==> src/rtl/pcileech_tlps128_arb_pkg.sv <==
// Shared types and widths for the 128-bit TLP round-robin arbiter.
package pcileech_tlps128_arb_pkg;

  localparam int ARB_NUM_SRC = 4;
  localparam int TLP_DATA_W  = 128;
  localparam int TLP_KEEP_W  = 4;
  localparam int TLP_USER_W  = 9;

  typedef enum logic {
    ARB_IDLE = 1'b0,
    ARB_XFER = 1'b1
  } arb_state_e;

endpackage

==> src/rtl/pcileech_rr_pick.sv <==
// Combinational round-robin picker: first requesting index after last_grant, cyclically.
module pcileech_rr_pick
  import pcileech_tlps128_arb_pkg::*;
#(
  parameter int NUM_SRC = ARB_NUM_SRC,
  parameter int IDX_W   = (NUM_SRC > 1) ? $clog2(NUM_SRC) : 1
) (
  input  logic [NUM_SRC-1:0] req,
  input  logic [IDX_W-1:0]   last_grant,
  output logic [IDX_W-1:0]   next_idx,
  output logic               found
);

  logic [IDX_W-1:0] cand [NUM_SRC];

  // cand[gi] is the index visited (gi+1) steps after last_grant, wrapped into range
  generate
    for (genvar gi = 0; gi < NUM_SRC; gi++) begin : g_cand
      logic [IDX_W:0] sum;
      assign sum = {1'b0, last_grant} + (IDX_W+1)'(gi + 1);
      assign cand[gi] = (sum >= (IDX_W+1)'(NUM_SRC)) ? IDX_W'(sum - (IDX_W+1)'(NUM_SRC))
                                                      : sum[IDX_W-1:0];
    end
  endgenerate

  always_comb begin
    next_idx = '0;
    found    = 1'b0;
    for (int i = NUM_SRC - 1; i >= 0; i--) begin
      if (req[cand[i]]) begin
        next_idx = cand[i];
        found    = 1'b1;
      end
    end
  end

endmodule

==> src/rtl/pcileech_tlps128_rr_arbiter.sv <==
// Packet-granular round-robin arbiter merging NUM_SRC 128-bit TLP streams onto one sink,
// with one IDLE decision cycle per packet and a wrapping completed-packet counter per source.
module pcileech_tlps128_rr_arbiter
  import pcileech_tlps128_arb_pkg::*;
#(
  parameter int NUM_SRC = ARB_NUM_SRC,
  parameter int CNT_W   = 16,
  localparam int IDX_W  = (NUM_SRC > 1) ? $clog2(NUM_SRC) : 1
) (
  input  logic                         clk_pcie,
  input  logic                         rst,
  input  logic [NUM_SRC-1:0]           src_en,
  input  logic [NUM_SRC*TLP_DATA_W-1:0] s_tdata,
  input  logic [NUM_SRC*TLP_KEEP_W-1:0] s_tkeepdw,
  input  logic [NUM_SRC*TLP_USER_W-1:0] s_tuser,
  input  logic [NUM_SRC-1:0]           s_tlast,
  input  logic [NUM_SRC-1:0]           s_tvalid,
  output logic [NUM_SRC-1:0]           s_tready,
  output logic [TLP_DATA_W-1:0]        m_tdata,
  output logic [TLP_KEEP_W-1:0]        m_tkeepdw,
  output logic [TLP_USER_W-1:0]        m_tuser,
  output logic                         m_tlast,
  output logic                         m_tvalid,
  input  logic                         m_tready,
  output logic [IDX_W-1:0]             cur_grant,
  output logic                         busy,
  output logic [NUM_SRC*CNT_W-1:0]     pkt_cnt
);

  arb_state_e       state_reg, state_next;
  logic [IDX_W-1:0] cur_grant_reg, cur_grant_next;
  logic [IDX_W-1:0] last_grant_reg, last_grant_next;
  logic [IDX_W-1:0] pick_idx;
  logic             pick_found;
  logic             pkt_done;

  logic [TLP_DATA_W-1:0] src_data [NUM_SRC];
  logic [TLP_KEEP_W-1:0] src_keep [NUM_SRC];
  logic [TLP_USER_W-1:0] src_user [NUM_SRC];
  logic [CNT_W-1:0]      cnt_reg  [NUM_SRC];

  generate
    for (genvar gi = 0; gi < NUM_SRC; gi++) begin : g_src
      assign src_data[gi] = s_tdata[gi*TLP_DATA_W +: TLP_DATA_W];
      assign src_keep[gi] = s_tkeepdw[gi*TLP_KEEP_W +: TLP_KEEP_W];
      assign src_user[gi] = s_tuser[gi*TLP_USER_W +: TLP_USER_W];
      assign s_tready[gi] = (state_reg == ARB_XFER) && (cur_grant_reg == IDX_W'(gi)) && m_tready;
      assign pkt_cnt[gi*CNT_W +: CNT_W] = cnt_reg[gi];

      always_ff @(posedge clk_pcie) begin
        if (rst) begin
          cnt_reg[gi] <= '0;
        end else if (pkt_done && (cur_grant_reg == IDX_W'(gi))) begin
          cnt_reg[gi] <= cnt_reg[gi] + CNT_W'(1);
        end
      end
    end
  endgenerate

  // src_en only gates new grants; an in-flight packet runs to tlast regardless
  pcileech_rr_pick #(
    .NUM_SRC (NUM_SRC),
    .IDX_W   (IDX_W)
  ) u_pick (
    .req        (s_tvalid & src_en),
    .last_grant (last_grant_reg),
    .next_idx   (pick_idx),
    .found      (pick_found)
  );

  always_comb begin
    m_tdata   = '0;
    m_tkeepdw = '0;
    m_tuser   = '0;
    m_tlast   = 1'b0;
    m_tvalid  = 1'b0;
    if (state_reg == ARB_XFER) begin
      m_tdata   = src_data[cur_grant_reg];
      m_tkeepdw = src_keep[cur_grant_reg];
      m_tuser   = src_user[cur_grant_reg];
      m_tlast   = s_tlast[cur_grant_reg];
      m_tvalid  = s_tvalid[cur_grant_reg];
    end
    pkt_done = m_tvalid && m_tready && m_tlast;
  end

  always_comb begin
    state_next      = state_reg;
    cur_grant_next  = cur_grant_reg;
    last_grant_next = last_grant_reg;
    case (state_reg)
      ARB_IDLE: begin
        if (pick_found) begin
          cur_grant_next = pick_idx;
          state_next     = ARB_XFER;
        end
      end
      ARB_XFER: begin
        if (pkt_done) begin
          last_grant_next = cur_grant_reg;
          state_next      = ARB_IDLE;
        end
      end
      default: state_next = ARB_IDLE;
    endcase
  end

  // last_grant starts at the top index so source 0 wins the first decision
  always_ff @(posedge clk_pcie) begin
    if (rst) begin
      state_reg      <= ARB_IDLE;
      cur_grant_reg  <= '0;
      last_grant_reg <= IDX_W'(NUM_SRC - 1);
    end else begin
      state_reg      <= state_next;
      cur_grant_reg  <= cur_grant_next;
      last_grant_reg <= last_grant_next;
    end
  end

  assign cur_grant = cur_grant_reg;
  assign busy      = (state_reg == ARB_XFER);

endmodule

==> config.mk <==
export PLATFORM = sky130hd
export DESIGN_NAME = pcileech_tlps128_rr_arbiter
export DESIGN_NICKNAME = d
export VERILOG_FILES = /design/src/rtl/pcileech_tlps128_arb_pkg.sv /design/src/rtl/pcileech_rr_pick.sv /design/src/rtl/pcileech_tlps128_rr_arbiter.sv
export SDC_FILE = /design/constraint.sdc
export NUM_CORES = 1
export LEC_CHECK = 0
export ABC_AREA = 1
export ABC_CLOCK_PERIOD_IN_PS = 4660
export BUFFER_PORTS_ARGS = -buffer_cell sky130_fd_sc_hd__buf_2
export CAP_MARGIN = 20
export CORE_AREA = 2 2 306 308
export DETAILED_ROUTE_END_ITERATION = 12
export DIE_AREA = 0 0 308 310
export PLACE_DENSITY = 0.3
export SLEW_MARGIN = 20
export SYNTH_ARGS = -nofsm -noshare
export SYNTH_HDL_FRONTEND = slang
export SYNTH_SLANG_ARGS = --single-unit
==> constraint.sdc <==
create_clock -name clk_pcie -period 4.66 [get_ports clk_pcie]
set_clock_uncertainty 0.2 [all_clocks]
set_input_delay 0.233 -clock clk_pcie [delete_from_list [all_inputs] [get_ports clk_pcie]]
set_output_delay 0.233 -clock clk_pcie [all_outputs]
set_load 0.05 [all_outputs]
* Yosys cells after proc, flatten, opt, wreduce, memory -nomap -nowiden
Memory sizes are Yosys's and may differ from the RTL's.
Index checks and enable logic that the tools add are counted.
** Word-level totals
- Memory bits (writable) :: 64
- Output and inout port bits :: 214
- Register bits :: 5
- Memories kept :: 1
** Operators by class
- Order comparisons :: 10
- Equality and inequality tests :: 3
- $add $sub $neg :: 12
- Reduce and logical (&&, ||, !) cells :: 17
- Bitwise operators :: 7
- Muxes and demuxes :: 59
** Memory list
- cnt_reg :: depth 4, width 16, read ports 4, clocked after Yosys merged registers in 0, write ports 4, RTL line pcileech_tlps128_rr_arbiter.sv:40 : logic [CNT_W-1:0] cnt_reg [NUM_SRC];
** Operator list (count)
- 128-bit 2-to-1 mux :: 3
- 128-bit binary-select mux with 2-bit select :: 1
- 16-bit by 1-bit adder with 16-bit output, second input constant :: 4
- 16-bit 2-to-1 mux :: 4
- 1-bit 2-to-1 mux :: 28
- 9-bit 2-to-1 mux :: 3
- 9-bit binary-select mux with 2-bit select :: 1
- 2-bit 2-to-1 mux :: 8
- 3-bit greater-or-equal comparator, second input constant :: 5
- 2-bit by 3-bit < comparator with 1-bit output, second input constant :: 5
- 1-bit logical AND :: 14
- 1-bit binary-select mux with 2-bit select :: 6
- 4-bit 2-to-1 mux :: 3
- 4-bit binary-select mux with 2-bit select :: 1
- 2-bit by 1-bit subtractor with 2-bit output, second input constant :: 4
- 2-bit by 2-bit adder with 3-bit output, second input constant :: 2
- 4-bit AND :: 1
- 2-bit == test, second input constant :: 2
- 1-bit OR :: 4
- 2-bit AND reduction :: 2
- 2-bit by 1-bit adder with 3-bit output, second input constant :: 1
- 2-bit by 3-bit adder with 3-bit output, second input constant :: 1
- 2-bit inverter with 3-bit output :: 1
- 2-bit by 1-bit == test with 1-bit output, second input constant :: 1
- 3 further kinds :: 3

* Depth between registers and ports, before layout
Gate-level depths: netlist of the first run.
- Word-level depth :: 11
- Mapped depth :: 12
- Gate-level depth less buffers :: 10

* Hierarchy
From an unflattened synthesis of the first run, not the netlist that was laid out.
** Second synthesis, totals
- Cell total of the unflattened synthesis :: 1125
- Area, all modules :: 7419.6 µm²
** Modules (own cells, without submodules)
- pcileech_tlps128_rr_arbiter :: area each 7193.1 µm², instances 1, cells an instance 1076
- pcileech_rr_pick :: area each 226.5 µm², instances 1, cells an instance 49

* Worst setup path after synthesis of the first run
No wires, ideal clock.
- Path type :: register -> register
- Start :: register cur_grant_reg[0] (netlist: cur_grant[0])
- End :: memory cnt_reg[1][0] (enable)
- Data arrival time :: 2.933 ns
- Library setup time :: 0.411 ns
- Setup slack :: 1.116 ns
- Clock period less this slack :: 3.544 ns
- Required time :: 4.049 ns
- Stages on the path, launching flop included :: 8
- Buffers on the path :: 3
- Cell sequence :: dfxtp_1 buf_4 inv_2 nor2_4 clkbuf_1 clkbuf_1 inv_1 o21ai_0
** RTL lines
- from (decl) :: RTL line pcileech_tlps128_rr_arbiter.sv:31 : logic [IDX_W-1:0] cur_grant_reg, cur_grant_next;
- from (signal assigned) :: RTL line pcileech_tlps128_rr_arbiter.sv:116 : cur_grant_reg <= cur_grant_next;
- to (decl) :: RTL line pcileech_tlps128_rr_arbiter.sv:40

* Worst setup path in the final report of the first run
- Start :: register cur_grant_reg[0] (netlist: cur_grant[0])
- End :: output port m_tdata[49]
** On the way
- Longest elaborated chain between the ends :: 5
** Ends and longest elaborated chain
- 2-bit inverter with 3-bit output (not written as such) :: RTL line pcileech_tlps128_rr_arbiter.sv:78 : m_tdata = src_data[cur_grant_reg];
- 128-bit binary-select mux with 2-bit select :: RTL line pcileech_tlps128_rr_arbiter.sv:78
- 128-bit 2-to-1 mux (not written as such) (2 in series) :: RTL line pcileech_tlps128_rr_arbiter.sv:78
- 128-bit 2-to-1 mux :: RTL line pcileech_tlps128_rr_arbiter.sv:77 : if (state_reg == ARB_XFER) begin
- to (decl) :: RTL line pcileech_tlps128_rr_arbiter.sv:19 : output logic [TLP_DATA_W-1:0] m_tdata,
No other way between the ends. The select of a mux whose other input is x is not followed.

==> flow_metrics.tcl, run 1 <==
set metrics [dict create \
    die_h_um 310 \
    cts_tree "done" \
    vias 11300 \
    synth_area_leader_cell "a22oi_1" \
    clkLatencyLatePin_ns 0.35 \
    synth_cell_types 35 \
    ys_ff_latch 69 \
    layout_commonest_cell "buf_2" \
    mappedNetlistNets 1546 \
    die_w_um 308 \
    preCtsSetupSlack_ns 1.82 \
    dr.pass1.iters 7 \
    synth_area_leaders "a22oi_1 30%, edfxtp_1 27%, a21oi_1 11%, nand2_1 4.9%, nor2_1 4.6%" \
    gr-usage-all-layers 0.123 \
    drt-total-wl_um 64200 \
    startpoint_type "flip-flop" \
    synthFlopType "edfxtp_1" \
    crit_path_max_fanout 64 \
    ant_nets 0 \
    port_buffers 792 \
    drt_iter0_drc 906 \
    worst_slew_pin_slew_ns 0.946 \
    slew_headroom 0.370 \
    cp.arrival_ns 2.81 \
    cts_sinks 69 \
    largest_reg_flops 64 \
    overflow 0 \
    status "completed" \
    grt_max_degree 77 \
    route.detailed.drc 0 \
    fmax_ghz 0.308 \
    gp_congestion 1.01 \
    antenna_found_initial 39 \
    ir_drop_v 0.000134 \
    path_class "flip-flop to primary output" \
    setup_viol 0 \
    critPathCaptureType "primary output" \
    fin_ws_ns 1.42 \
    stdcell_area_sq_um 12700 \
    required_ns 4.23 \
    synth_top_area_share 0.300 \
    vias_per_cell 3.88 \
    synth_seq_area_share 0.286 \
    numCtsBuffers 9 \
    place_area_sq_um 12400 \
    setup_tns_ns 0 \
    synthArstFlopShare 0 \
    cap_violations 0 \
    grt_pass1_wl_um 84000 \
    finalMaxSlewViolations 0 \
    fin_nets 2280 \
    drive_gt1_frac 0.494 \
    rsz0062_at_grt "no" \
    post-route-min-period_ns 3.24 \
    hold_class "input pin to flip-flop" \
    die-area_sq_um 95500 \
    synthesis.area_sq_um 7060 \
    hpwl_um 54300 \
    h-tree-depth 3 \
    clk_path_buf_depth 2 \
    p_leak_nw 5.75 \
    avgSynthCellArea_sq_um 7.33 \
    core_area_sq_um 92500 \
    cts_setup_buffers 0 \
    grt_pass1_vias 10600 \
    clock-root-buffer "clkbuf_16" \
    layout_common_cells "792 x buf_2, 282 x a22oi_1, 156 x a21oi_1" \
    initial_core_util 0.0764 \
    wl_per_cell_um 22.1 \
    cellPowerDensity_nw_per_um2 271 \
    rows 112 \
    pin_count 793 \
    synth-edff-count 64 \
    synth_warnings 0 \
    fin_crit_sh 0.696 \
    path_clk_slew_ns 0.06 \
    synthesis.instances 963 \
    hold_viol_final 0 \
    syn_to_final_growth_pct 79.9 \
]
[cell usage after synthesis, types with 5 or more instances]
master	instances
a21oi_1	156
a22oi_1	282
buf_1	7
clkbuf_1	70
dfxtp_1	5
edfxtp_1	64
inv_1	52
inv_2	5
nand2_1	93
nand3_1	35
nand4_1	6
nor2_1	87
nor3_1	21
nor3b_1	8
o21ai_0	7
xnor2_1	8
xor2_1	19
[critical path, stage by stage, from the launching register on]
cell,delay (ns)
dfxtp_1,0.59
nand2_1,0.25
inv_6,0.18
buf_4,0.56
a22oi_1,0.27
a21oi_1,0.17
buf_2,0.28
[cell type report]
type / instances / area (sq um)
diodes: 6 / 15.0
clock inverters: 7 / 75.1
clock buffers: 9 / 225
flip-flops and latches: 69 / 2020
fillers: 10900 / 79800
repair buffers: 806 / 4150
well taps: 1197 / 1500
inverters: 57 / 224
multi-input cells: 754 / 4500
[timing repair]
| item | in CTS | in global routing |
|---|---|---|
| hold buffers | 1 | 0 |
| resized for setup | 0 | 0 |
| hold endpoints to repair | 3 | 0 |
[cells by family (layout without fill, tap and decap cells)]
kind of cell,after synthesis,after routing,share of synthesized area
AO/OA/AOI/OAI,457,457,0.428
XOR/XNOR,27,27,0.0335
adder cells (fa/ha/maj),4,4,0.00709
buffers and inverters,140,879,0.0762
flip-flops,69,69,0.286
other,0,6,0
AND/OR/NAND/NOR,266,266,0.169
[final timing paths]
check                startpoint                 to  slack (ns)  depth (start not counted)
setup / recovery   cur_grant[0]        m_tdata[49]        1.42                          6
hold / removal         m_tready  last_grant_reg[0]        0.20                          5
setup reg to reg   cur_grant[1]      cnt_reg[3][4]        1.87                          9
hold reg to reg   cnt_reg[2][0]      cnt_reg[2][0]        0.45                          1
[routing by layer]
metal	share of wire	vias to the layer above	track usage
met1	0.40	5385	0.151
met4	0.034	6	0.0377
met3	0.082	111	0.0368
met5	0.00058	-	0
met2	0.48	611	0.207
li1	-	5148	-
[per-stage QoR]
| step | power [mW] | util | hold WS (ns) | std cells |
|---|---|---|---|---|
| finish | 3.45 | 0.137 | 0.202 | 2905 |
| global route | 3.62 | 0.137 | 0.226 | 2903 |
| CTS | 3.49 | 0.137 | 0.183 | 2899 |
| detailed placement | 2.74 | 0.134 | 0.277 | 2882 |
| global placement | 2.75 | 0.134 | 0.283 | 2882 |
| floorplan | 1.98 | - | 0.102 | 963 |
[report_power, final]
part           switching, mW  leakage (nW)  internal [mW]
combinational           1.43          4.91          0.556
sequential            0.0405         0.702          0.704
clock                  0.306         0.138          0.416
total                   1.77          5.75           1.68
(Power assumes the default switching activity.)
==> inputs of run 2 (changes only) <==
- ABC_AREA: 1 -> 0
- ABC_CLOCK_PERIOD_IN_PS: 4660 -> 2700
- CORE_AREA: 2 2 306 308 -> 2 2 307 309
- DIE_AREA: 0 0 308 310 -> 0 0 309 311
- PLACE_DENSITY: 0.3 -> 0.32
- clock period: 4.66 -> 2.7 ns (I/O delays scaled with it)
==> run 2 against run 1 <==
Non-clock buffer count is 17 higher. Critical endpoint is now m_tdata[108]. Highest routed layer unchanged. Sequential power is 73% higher. Design area rose by 12%. Sequential share of layout area is 1.6 points lower. Utilization is 1.6 points higher.
==> flow_metrics.tcl, run 2 <==
set metrics [dict create \
    power_frac_clock 0.200 \
    hold_class "input pin to flip-flop" \
    drt-total-wl_um 83900 \
    synth_warnings 0 \
    slew_headroom 0.334 \
    clock-root-buffer "clkbuf_16" \
    finalMaxSlewViolations 0 \
    critPathCaptureType "primary output" \
    preCtsSetupSlack_ns 0.339 \
    pin_count 793 \
    wl_per_cell_um 30.5 \
    fin_ws_ns 0.0800 \
    stdcell_area_sq_um 14200 \
    fillerInstances 10700 \
    gp_congestion 0.959 \
    dpl.cell_count 2704 \
    ys_ff_latch 69 \
    hold_ws_ns 0.0396 \
    antenna_found_initial 111 \
    cpLargestDelayFamily "buffers and inverters" \
    h-tree-depth 3 \
    rows 112 \
    numCtsBuffers 9 \
    die-area_sq_um 96100 \
    die_w_um 309 \
    avgSynthCellArea_sq_um 11.6 \
    synthFlopType "edfxtp_1" \
    synth-edff-count 64 \
    synth_top_area_share 0.402 \
    status "completed" \
    slowest_stage "mux4_2" \
    grt_pass1_vias 10300 \
    mappedNetlistNets 1274 \
    grtUsageMet2 0.248 \
    dr.pass1.iters 4 \
    synthArstFlopShare 0 \
    crit_path_max_fanout 16 \
    use_met1 0.212 \
    hpwl_um 75100 \
    synth_area_leaders "mux4_2 40%, edfxtp_1 24%, and2_1 11%, xor2_1 2.9%, nor2_1 2.6%" \
    yosys-top-cells-count "147 x and2_1, 143 x mux4_2, 64 x edfxtp_1, 55 x nor2_1, 28 x nand2_1" \
    grt_util_met3 0.0949 \
    fin_crit_sh 0.970 \
    syn_to_final_growth_pct 77.6 \
    clkLatencyLatePin_ns 0.36 \
    gr-usage-all-layers 0.168 \
    comb_power_share 0.605 \
    largest_reg_flops 64 \
    top_usage_layer "met2" \
    drive_gt1_frac 0.671 \
    fin_util 0.153 \
    vias_per_cell 3.69 \
    cts_sinks 69 \
    ir_drop_v 0.000278 \
    grt_max_degree 148 \
    p_leak_nw 6.03 \
    synth.most_common_cell "and2_1" \
    power.share.switching 0.471 \
    cap_violations 0 \
    die_h_um 311 \
    drt_iter0_drc 705 \
    p_int_mw 3.51 \
    place_area_sq_um 13600 \
    initial_core_util 0.0865 \
    instances_no_fill 2754 \
    route.detailed.drc 0 \
    ant_nets 0 \
    port_buffers 792 \
    cellPowerDensity_nw_per_um2 466 \
    post-route-min-period_ns 2.62 \
    clk_path_buf_depth 2 \
    required_ns 2.37 \
    cp.arrival_ns 2.28 \
    synthesis.instances 691 \
    path_class "flip-flop to primary output" \
    p_total_mw 6.64 \
    synth_area_leader_cell "mux4_2" \
    vias 10200 \
    path_clk_slew_ns 0.06 \
    setup_tns_ns 0 \
    cts_tree "done" \
    synth_cell_types 37 \
    setup_viol 0 \
    rsz0062_at_grt "yes" \
    hold_viol_final 0 \
    power_switching_mw 3.13 \
    synth_seq_area_share 0.252 \
    core_area_sq_um 92800 \
    crit_buf_inv 3 \
    fin_nets 2048 \
    pwr-share-seq 0.195 \
    synthesis.area_sq_um 8020 \
    layout_commonest_cell "buf_2" \
    worst_slew_pin_slew_ns 0.999 \
    fmax_ghz 0.382 \
    critPathMaxStageDelay_ns 0.51 \
    startpoint_type "flip-flop" \
    overflow 0 \
    grt_pass1_wl_um 106000 \
    layout_common_cells "759 x buf_2, 146 x and2_1, 143 x mux4_2" \
    timing.critical_path.cells "buf_12, buf_4, mux4_2, and2_1, buf_2" \
]
## run 2: cells by family after synthesis
logic type | Yosys count | synth area share
flops | 69 | 0.252
buf+inv | 71 | 0.0420
fa+ha+maj | 4 | 0.00624
compound gates | 43 | 0.0312
xor+xnor | 42 | 0.0459
mux | 143 | 0.402
simple gates | 319 | 0.221
## run 2: timing repair
action | in CTS | in global routing
cloned | 1 | 0
setup buffers | 0 | 1
gates resized for setup | 49 | 20
hold endpoints to repair | 5 | 0
hold buffers | 2 | 0
setup endpoints to repair | 2 | 41
## run 2: worst reg2reg max path, cell delays in order (launching register included)
cell     delay (ns)
dfxtp_4        0.41
buf_4          0.15
mux4_2         0.39
and3_1         0.30
nand2_1        0.15
o21ai_1        0.18
buf_4          0.29
## run 2: per-layer routing
| layer | up-vias | wire [um] |
|---|---|---|
| met4 | 40 | 1290 |
| li1 | 4292 | - |
| met3 | 145 | 12300 |
| met5 | - | 236 |
| met2 | 682 | 35600 |
| met1 | 4995 | 34600 |
## run 2: power by group through the flow
| stage | sequential, mW | combinational [mW] | clock (mW) |
|---|---|---|---|
| finish | 1.29 | 4.01 | 1.33 |
| floorplan | 1.45 | 2.37 | 0 |
| CTS | 1.30 | 4.05 | 1.39 |
| detailed placement | 1.31 | 3.92 | 0 |
| global route | 1.31 | 4.24 | 1.42 |
| global placement | 1.31 | 3.93 | 0 |
## run 2: final cells by class
type / instances / area, sq um / area share
Sequential cell: 69 / 2030 / 0.143
Clock inverter: 7 / 97.6 / 0.00685
Antenna cell: 30 / 75.1 / 0.00527
Timing Repair Buffer: 823 / 4540 / 0.319
Tap cell: 1254 / 1570 / 0.110
Clock buffer: 9 / 225 / 0.0158
Inverter: 11 / 41.3 / 0.00290
Multi-Input combinational cell: 551 / 5660 / 0.398
## run 2: worst paths after layout
| check | start | end | slack, ns | cells after the start |
|---|---|---|---|---|
| min | src_en[0] | cur_grant[0] | 0.04 | 4 |
| max reg2reg | cur_grant[0] | cnt_reg[3][9] | 0.29 | 6 |
| min reg2reg | last_grant_reg[1] | last_grant_reg[1] | 0.40 | 2 |
| max | cur_grant[0] | m_tdata[108] | 0.08 | 5 |
